$ cat src/rtl/rps_result_display.sv
// ----------------------------------------------------------------------------
// rps_result_display
//   Output stage after the rock/paper/scissors classifier. It accepts one class
//   result per valid/ready handshake and latches it. It then drives the
//   active-low RGB pins with a PWM-dimmed colour for that class. Each accepted
//   result stays on screen for at least HOLD_CYCLES cycles before the next one
//   is taken.
//
// Parameters
//   HOLD_CYCLES  minimum cycles a result is held before the next is accepted (>=1)
//   PWM_BITS     width of the free-running PWM counter
//   DUTY         pins are lit while pwm_cnt < DUTY (0..2**PWM_BITS)
//
// Ports
//   fpga_clk     in   1  system clock
//   fpga_rst_n   in   1  synchronous reset, active-low
//   class_valid  in   1  classifier result valid
//   class_ready  out  1  display can accept a result (registered)
//   class_id     in   2  0=rock 1=paper 2=scissors 3=none
//   breadboard   out  3  RGB pins, active-low (1 = off), registered
//   LED          out  6  [1:0] latched class, [2] hold active, [5:3] accept count
// ----------------------------------------------------------------------------
module rps_result_display #(
  parameter int HOLD_CYCLES = 25_000_000,
  parameter int PWM_BITS    = 8,
  parameter int DUTY        = 64
) (
  input  logic       fpga_clk,
  input  logic       fpga_rst_n,
  input  logic       class_valid,
  output logic       class_ready,
  input  logic [1:0] class_id,
  output logic [2:0] breadboard,
  output logic [5:0] LED
);

  localparam int HOLD_W = (HOLD_CYCLES > 1) ? $clog2(HOLD_CYCLES) : 1;
  localparam logic [HOLD_W-1:0] HOLD_LAST = HOLD_W'(HOLD_CYCLES - 1);
  // One extra bit so DUTY == 2**PWM_BITS (always lit) is representable.
  localparam logic [PWM_BITS:0] DUTY_W = (PWM_BITS + 1)'(DUTY);

  typedef enum logic [1:0] {
    IDLE = 2'd0,
    HOLD = 2'd1,
    SHOW = 2'd2
  } state_t;

  state_t              state_r;
  logic [1:0]          class_r;
  logic [HOLD_W-1:0]   hold_cnt_r;
  logic [PWM_BITS-1:0] pwm_cnt_r;
  logic [2:0]          acc_cnt_r;
  logic                xfer_s;
  logic                pwm_lit_s;

  // Active-low colour for each class; class 3 ("none") shows nothing.
  function automatic logic [2:0] class_pattern(input logic [1:0] c);
    logic [2:0] p;
    case (c)
      2'd0:    p = 3'b011;
      2'd1:    p = 3'b101;
      2'd2:    p = 3'b110;
      default: p = 3'b111;
    endcase
    return p;
  endfunction

  // Handshake and PWM phase decode.
  always_comb begin
    xfer_s    = class_valid & class_ready;
    pwm_lit_s = ({1'b0, pwm_cnt_r} < DUTY_W);
  end

  // Display FSM, PWM counter and all registered outputs.
  always_ff @(posedge fpga_clk) begin
    if (!fpga_rst_n) begin
      state_r     <= IDLE;
      class_r     <= 2'd3;
      hold_cnt_r  <= '0;
      pwm_cnt_r   <= '0;
      acc_cnt_r   <= 3'd0;
      class_ready <= 1'b1;
      breadboard  <= 3'b111;
      LED         <= 6'b000011;
    end else begin
      pwm_cnt_r <= pwm_cnt_r + 1'b1;
      // Pattern uses the registered state/class, giving one cycle of latency
      // from the transfer edge and a glitch-free pin drive.
      if (pwm_lit_s && (state_r != IDLE)) begin
        breadboard <= class_pattern(class_r);
      end else begin
        breadboard <= 3'b111;
      end

      case (state_r)
        IDLE, SHOW: begin
          if (xfer_s) begin
            state_r     <= HOLD;
            class_r     <= class_id;
            hold_cnt_r  <= '0;
            acc_cnt_r   <= acc_cnt_r + 3'd1;
            class_ready <= 1'b0;
            LED         <= {acc_cnt_r + 3'd1, 1'b1, class_id};
          end else begin
            class_ready <= 1'b1;
            LED         <= {acc_cnt_r, 1'b0, class_r};
          end
        end
        HOLD: begin
          if (hold_cnt_r == HOLD_LAST) begin
            state_r     <= SHOW;
            class_ready <= 1'b1;
            LED         <= {acc_cnt_r, 1'b0, class_r};
          end else begin
            hold_cnt_r  <= hold_cnt_r + 1'b1;
            class_ready <= 1'b0;
            LED         <= {acc_cnt_r, 1'b1, class_r};
          end
        end
        default: begin
          state_r     <= IDLE;
          class_ready <= 1'b1;
          LED         <= {acc_cnt_r, 1'b0, class_r};
        end
      endcase
    end
  end

endmodule
$ cat config.mk
export PLATFORM = sky130hd
export DESIGN_NAME = rps_result_display
export DESIGN_NICKNAME = d
export VERILOG_FILES = /design/src/rtl/rps_result_display.sv
export SDC_FILE = /design/constraint.sdc
export NUM_CORES = 1
export LEC_CHECK = 0
export ABC_AREA = 1
export BUFFER_PORTS_ARGS = -buffer_cell sky130_fd_sc_hd__clkbuf_2
export CAP_MARGIN = 40
export CORE_MARGIN = 2
export CORE_UTILIZATION = 55
export CTS_CLUSTER_SIZE = 14
export DETAILED_ROUTE_END_ITERATION = 7
export GPL_TIMING_DRIVEN = 0
export PLACE_DENSITY = 0.76
export SYNTH_ARGS = -nofsm -noshare
export SYNTH_HDL_FRONTEND = slang
export SYNTH_SLANG_ARGS = --single-unit
export TNS_END_PERCENT = 50
$ cat constraint.sdc
create_clock -name fpga_clk -period 2.9 [get_ports fpga_clk]
set_input_delay 0.29 -clock fpga_clk [delete_from_list [all_inputs] [get_ports fpga_clk]]
set_output_delay 0.29 -clock fpga_clk [all_outputs]
set_load 0.005 [all_outputs]
After elaboration in Yosys (flattened, before gate mapping) --
Index checks and enable logic that the tools add are counted.
Storage, ports and cells: register bits after elaboration 50, input bits 5, output and inout port bits 10, word-level logic and storage cells 44
Cells by class: add/sub/neg operators 3, $lt $le $gt $ge 1, eq/ne operators 8, mux-type cells 13, bitwise operators 1, reduce and logical (&&, ||, !) cells 10
Operator list (number):
- 25-bit two-way mux | 2
- 25-bit case mux with 2 select lines | 1
- 25-bit by 1-bit adder with 25-bit output, second input constant | 1
- 25-bit == test, second input constant | 1
- 6-bit case mux with 2 select lines | 1
- 3-bit case mux with 3 select lines | 1
- 8-bit by 1-bit adder with 8-bit output, second input constant | 1
- 8-bit by 7-bit < comparator with 1-bit output, second input constant | 1
- 6-bit two-way mux | 1
- 2-bit inequality test, second input constant | 3
- 2-bit AND reduction | 3
- 2-bit by 1-bit == test with 1-bit output, second input constant | 2
- 2-bit == test, second input constant | 2
- 2-bit logical NOT | 2
- 2-bit two-way mux | 2
- 2-bit case mux with 2 select lines | 1
- 2-bit nonzero test | 2
- 3-bit by 1-bit adder with 3-bit output, second input constant | 1
- 3-bit two-way mux | 1
- 3-bit AND reduction | 1
- 1-bit two-way mux | 2
- 1-bit case mux with 2 select lines | 1
- 2-bit OR reduction | 1
- 1-bit AND | 1
- 1-bit logical AND | 1

Logic depth before layout (Yosys ltp) --
depth after elaboration 4, depth in mapped cells 12, depth with buffers taken out 11

Worst setup path before layout --
No wires, ideal clock.
path type flip-flop to flip-flop, start point register hold_cnt_r[0], end point register hold_cnt_r[11], library setup time 132 ps, arrival 1444 ps, data required time 2768 ps, setup slack 1324 ps, stages on the path, launching flop included 12, path buffers 1, period minus slack after synthesis 1576 ps, path through dfxtp_1 > ha_1 > nand2_2 > nor2_4 > nand2_2 > nor2_2 > nand2_2 > nand2_4 > nand2_4 > buf_6 > nand2_1 > a21oi_1
On the way: cells in the longest elaborated chain, start to end 3
RTL lines:
- start: declaration | RTL line 50 | logic [HOLD_W-1:0] hold_cnt_r;
- start signal: assignment | RTL line 115 | hold_cnt_r <= hold_cnt_r + 1'b1;
- 25-bit by 1-bit adder with 25-bit output / 25-bit == test (equally long branches) | RTL line 115, 110
- 25-bit two-way mux / 2-bit inequality test (equally long branches)
- 25-bit case mux with 2 select lines / 3-bit AND reduction (equally long branches)
Several ways; a longest one is shown, not always the timed one. The select of a mux whose other input is x is not followed. A chain may end at the register's enable or synchronous reset.

Final worst setup path --
start point register hold_cnt_r[0], end point register hold_cnt_r[14]
The elaborated chain is that of the path after synthesis.

==> impl_summary.log <==
INFO  metric status = finished, final reports clean
INFO  metric grt_first_pass_wirelength = roughly 10000 microns
INFO  metric postCtsSetupBuffers = 0
INFO  metric critPathArrivalTime = around 2.2 ns
INFO  metric cts_root_buf = clkbuf_8
INFO  metric final.min_clock_period = around 2.0 ns
INFO  metric synth_simple_gate_area_frac = 0.418
INFO  metric worstHoldPathType = in -> reg
INFO  metric maxCapViolations = 0
INFO  metric fp.coreArea = between 4000 and 5000 sq um
INFO  metric flow.area_growth_from_synthesis = 8.95%
INFO  metric final_max_slew_viol_count = 0
INFO  metric initial_antenna_violation_count = 0
INFO  metric cp_endpoint = hold_cnt_r[14]$_SDFFE_PN0P_
INFO  metric nNetsFinal = 430
INFO  metric grt_pass1_vias = approximately 2400
INFO  metric finalHoldViolations = 0
INFO  metric ys_dominant_reg_cell = dfxtp_1
INFO  metric num_antenna_cells = 0
INFO  metric yosys.area.top_type = dfxtp_1
INFO  metric total_power_after_layout = approximately 1.4 mW
INFO  metric footprint_of_the_multi_input_gates = approximately 1400 sq um
INFO  metric synth_top_family_by_area = simple AND/OR/NAND/NOR gates
INFO  metric insertion_delay = between 0.3 and 0.4 ns
INFO  metric most-common-layout-cells = 95 x nand2_1, 62 x nand3_1, 56 x nor2_1, 50 x dfxtp_1, 44 x inv_1
INFO  metric avgViaCountPerCell = around 5.3
INFO  metric dieHeight = about 73 microns
INFO  metric synth_enable_flop_cells = 0
INFO  metric fin_setup_tns = 0 ns
INFO  metric max_slew_margin = 0.577
INFO  metric finalSetupViolations = 0
INFO  metric proportion_of_synthesized_area_in_mux_cells = 0
INFO  metric layout.cells.most_common = nand2_1
INFO  metric grt_util_met2 = 0.418
INFO  metric synth_warnings = 0
INFO  metric critical_path.endpoint_type = flop
INFO  metric startpoint_type = flop
INFO  metric setup.worst_path.start = hold_cnt_r[0]$_SDFFE_PN0P_
INFO  metric synth.net_count = 409
INFO  metric cp_data_required_time = between 3 and 4 ns
INFO  metric initial_utilization = 0.564
INFO  metric synth_area_per_cell = approximately 6.6 sq um
INFO  metric synth_cells = between 400 and 500
INFO  metric r2r_setup_slack = 0.92 ns
INFO  metric wl_per_instance = 12.8 microns
INFO  metric route.antenna.remaining_nets = 0
INFO  metric top_usage_layer = met2
INFO  metric hold_slack = 0.214 ns
INFO  metric r2r_cells = 11
INFO  metric ys_ff_latch = 50
INFO  metric tightestPinTransition = around 0.64 ns
INFO  metric drt_iter0_drc = ~170
INFO  metric h-tree-depth = 2
INFO  metric drt-pass1-iter-count = 5
INFO  metric register_area = 1000 sq um
INFO  metric gr_overflow_total = 0
INFO  metric tritoncts_buffer_count = 5
INFO  metric placement.cell_area = between 2000 and 3000 sq um
INFO  metric grt_use_met1 = 0.320
INFO  metric via_count = 2537
INFO  metric clock_skew = approximately 0.0064 ns
INFO  metric track_usage = 0.250
INFO  metric fin_crit_sh = 0.684
INFO  metric seq_area_frac_synth = 0.381
INFO  metric static-leakage-power = 1.14 nW
INFO  metric synth.top_cells.by_area = dfxtp_1 38%, nand2_1 14%, nand3_1 12%
INFO  metric finalWeightedCongestion = between 0.9 and 1
INFO  metric die_width = about 73 microns
INFO  metric power.density_cell_area = 489 nW/um^2
INFO  metric hpwlAfterDp = ~4500 microns
INFO  metric ios = 15
INFO  metric drive_above_1_share = 0.106
INFO  metric cts_hold_buf = 0
INFO  metric synth-compound-area-share = 0.0919
INFO  metric synth.lib_cells_used.distinct = 27
INFO  metric cts_tree = done
INFO  metric crit_type = reg -> reg
INFO  metric timing.fmax = just over 500 MHz
INFO  metric setup_repair_after_global_routing_missed_its_margin = false
INFO  metric reg2reg_to = hold_cnt_r[14]$_SDFFE_PN0P_
INFO  metric postSynth.asyncResetShare = 0
INFO  metric drt_wl_total = 6120 microns
INFO  metric fillers = around 450
INFO  metric cts.repair.resized = 0
INFO  metric synthAdderAreaFrac = 0.0143
INFO  metric yosysTopAreaCellShare = 0.381
INFO  metric synth.cell_area = around 2600 sq um
INFO  metric largest_net_degree_at_the_start_of_global_routing = 19
INFO  metric finalInstanceArea = 2860 sq um
INFO  metric use_met3 = 0.0539
INFO  metric vdd_drop_max = 464 uV
INFO  metric critPathMaxFanout = 10
INFO  metric synth_xor_area_frac = 0.00333
INFO  metric placement.io_buffers = 14
INFO  metric fp-row-count = 25
INFO  metric clkSlewWorstSetupHoldPaths = roughly 0.10 ns
INFO  metric clkSinkCount = 50
INFO  metric rr_startpoint = hold_cnt_r[0]$_SDFFE_PN0P_
INFO  metric detail_route.drc_violations = 0
INFO  metric cts_buffer_depth = 2
INFO  metric dieArea = approximately 5300 sq um
flip-flops by register name, indices dropped and copies added (netlist names):
signal / flops
LED: 6
hold_cnt_r: 25
pwm_cnt_r: 8
class_r: 2
acc_cnt_r: 3
class_ready: 1
breadboard: 3
state_r: 2
per-stage QoR:
| step | cells | util | worst slack [ns] |
|---|---|---|---|
| 2_1_floorplan | 401 | - | 1.32 |
| 3_3_place_gp | 469 | 0.593 | 1.00 |
| 3_5_place_dp | 469 | 0.593 | 0.992 |
| 4_1_cts | 477 | 0.614 | 0.964 |
| 5_1_grt | 477 | 0.614 | 0.834 |
| 6_report | 477 | 0.614 | 0.916 |
cells by family after synthesis:
logic type                 after synthesis
xor gates and xnor gates                 1
AOI/OAI and AO/OA                       44
DFF                                     50
and+or+nand+nor                        245
adders and majority gates                3
buffers and inverters                   58
layer usage:
metal | vias to the layer above | wire length, microns
met5 | - | 0
met4 | 0 | 60
met3 | 6 | 326
met2 | 60 | 3010
met1 | 1132 | 2720
li1 | 1339 | -
critical path, cell delays in order, from the launching register on:
cell,delay [ns]
dfxtp_1,0.40
ha_1,0.29
nand2_2,0.12
nor2_4,0.18
nand2_2,0.07
nor2_2,0.13
nand2_2,0.11
nand2_4,0.15
nand2_4,0.10
buf_6,0.16
nand2_1,0.06
a21oi_1,0.06
cells in the mapped netlist, types with 5 or more instances:
library cell / instances
inv_1: 44
nor2_1: 56
nand4_1: 6
clkbuf_1: 6
o21ai_0: 9
nand2_2: 5
nand3_1: 62
dfxtp_1: 50
o211ai_1: 5
a21oi_1: 26
nor3_1: 5
nand2_1: 95
nor2_2: 6
area by class of cell:
type	instances	share of cell area
buffer	10	0.0210
sequential	50	0.350
clock inverter	3	0.0101
timing repair buffer	14	0.0245
tap	54	0.0236
clock buffer	5	0.0240
inverter	48	0.0629
multi-input combinational	293	0.484
worst min-delay path by stage:
stage / from / cells past startpoint / endpoint / slack [ns]
3_5_place_dp: class_r[0]$_SDFFE_PN1P_ / 1 / breadboard[1]$_SDFF_PN1_ / 0.40
2_1_floorplan: class_r[0]$_SDFFE_PN1P_ / 1 / breadboard[1]$_SDFF_PN1_ / 0.38
5_1_grt: class_id[1] / 3 / class_r[1]$_SDFFE_PN1P_ / 0.24
6_report: class_id[1] / 3 / LED[1]$_SDFF_PN1_ / 0.21
4_1_cts: class_id[1] / 3 / LED[1]$_SDFF_PN1_ / 0.21
3_3_place_gp: class_r[0]$_SDFFE_PN1P_ / 1 / breadboard[1]$_SDFF_PN1_ / 0.39
where the power goes:
group / total [mW] / switching, mW / internal [mW]
clock network: 0.438 / 0.259 / 0.179
registers: 0.752 / 0.0275 / 0.724
logic: 0.209 / 0.139 / 0.0699
No activity file was read; power rests on OpenSTA's default activity.
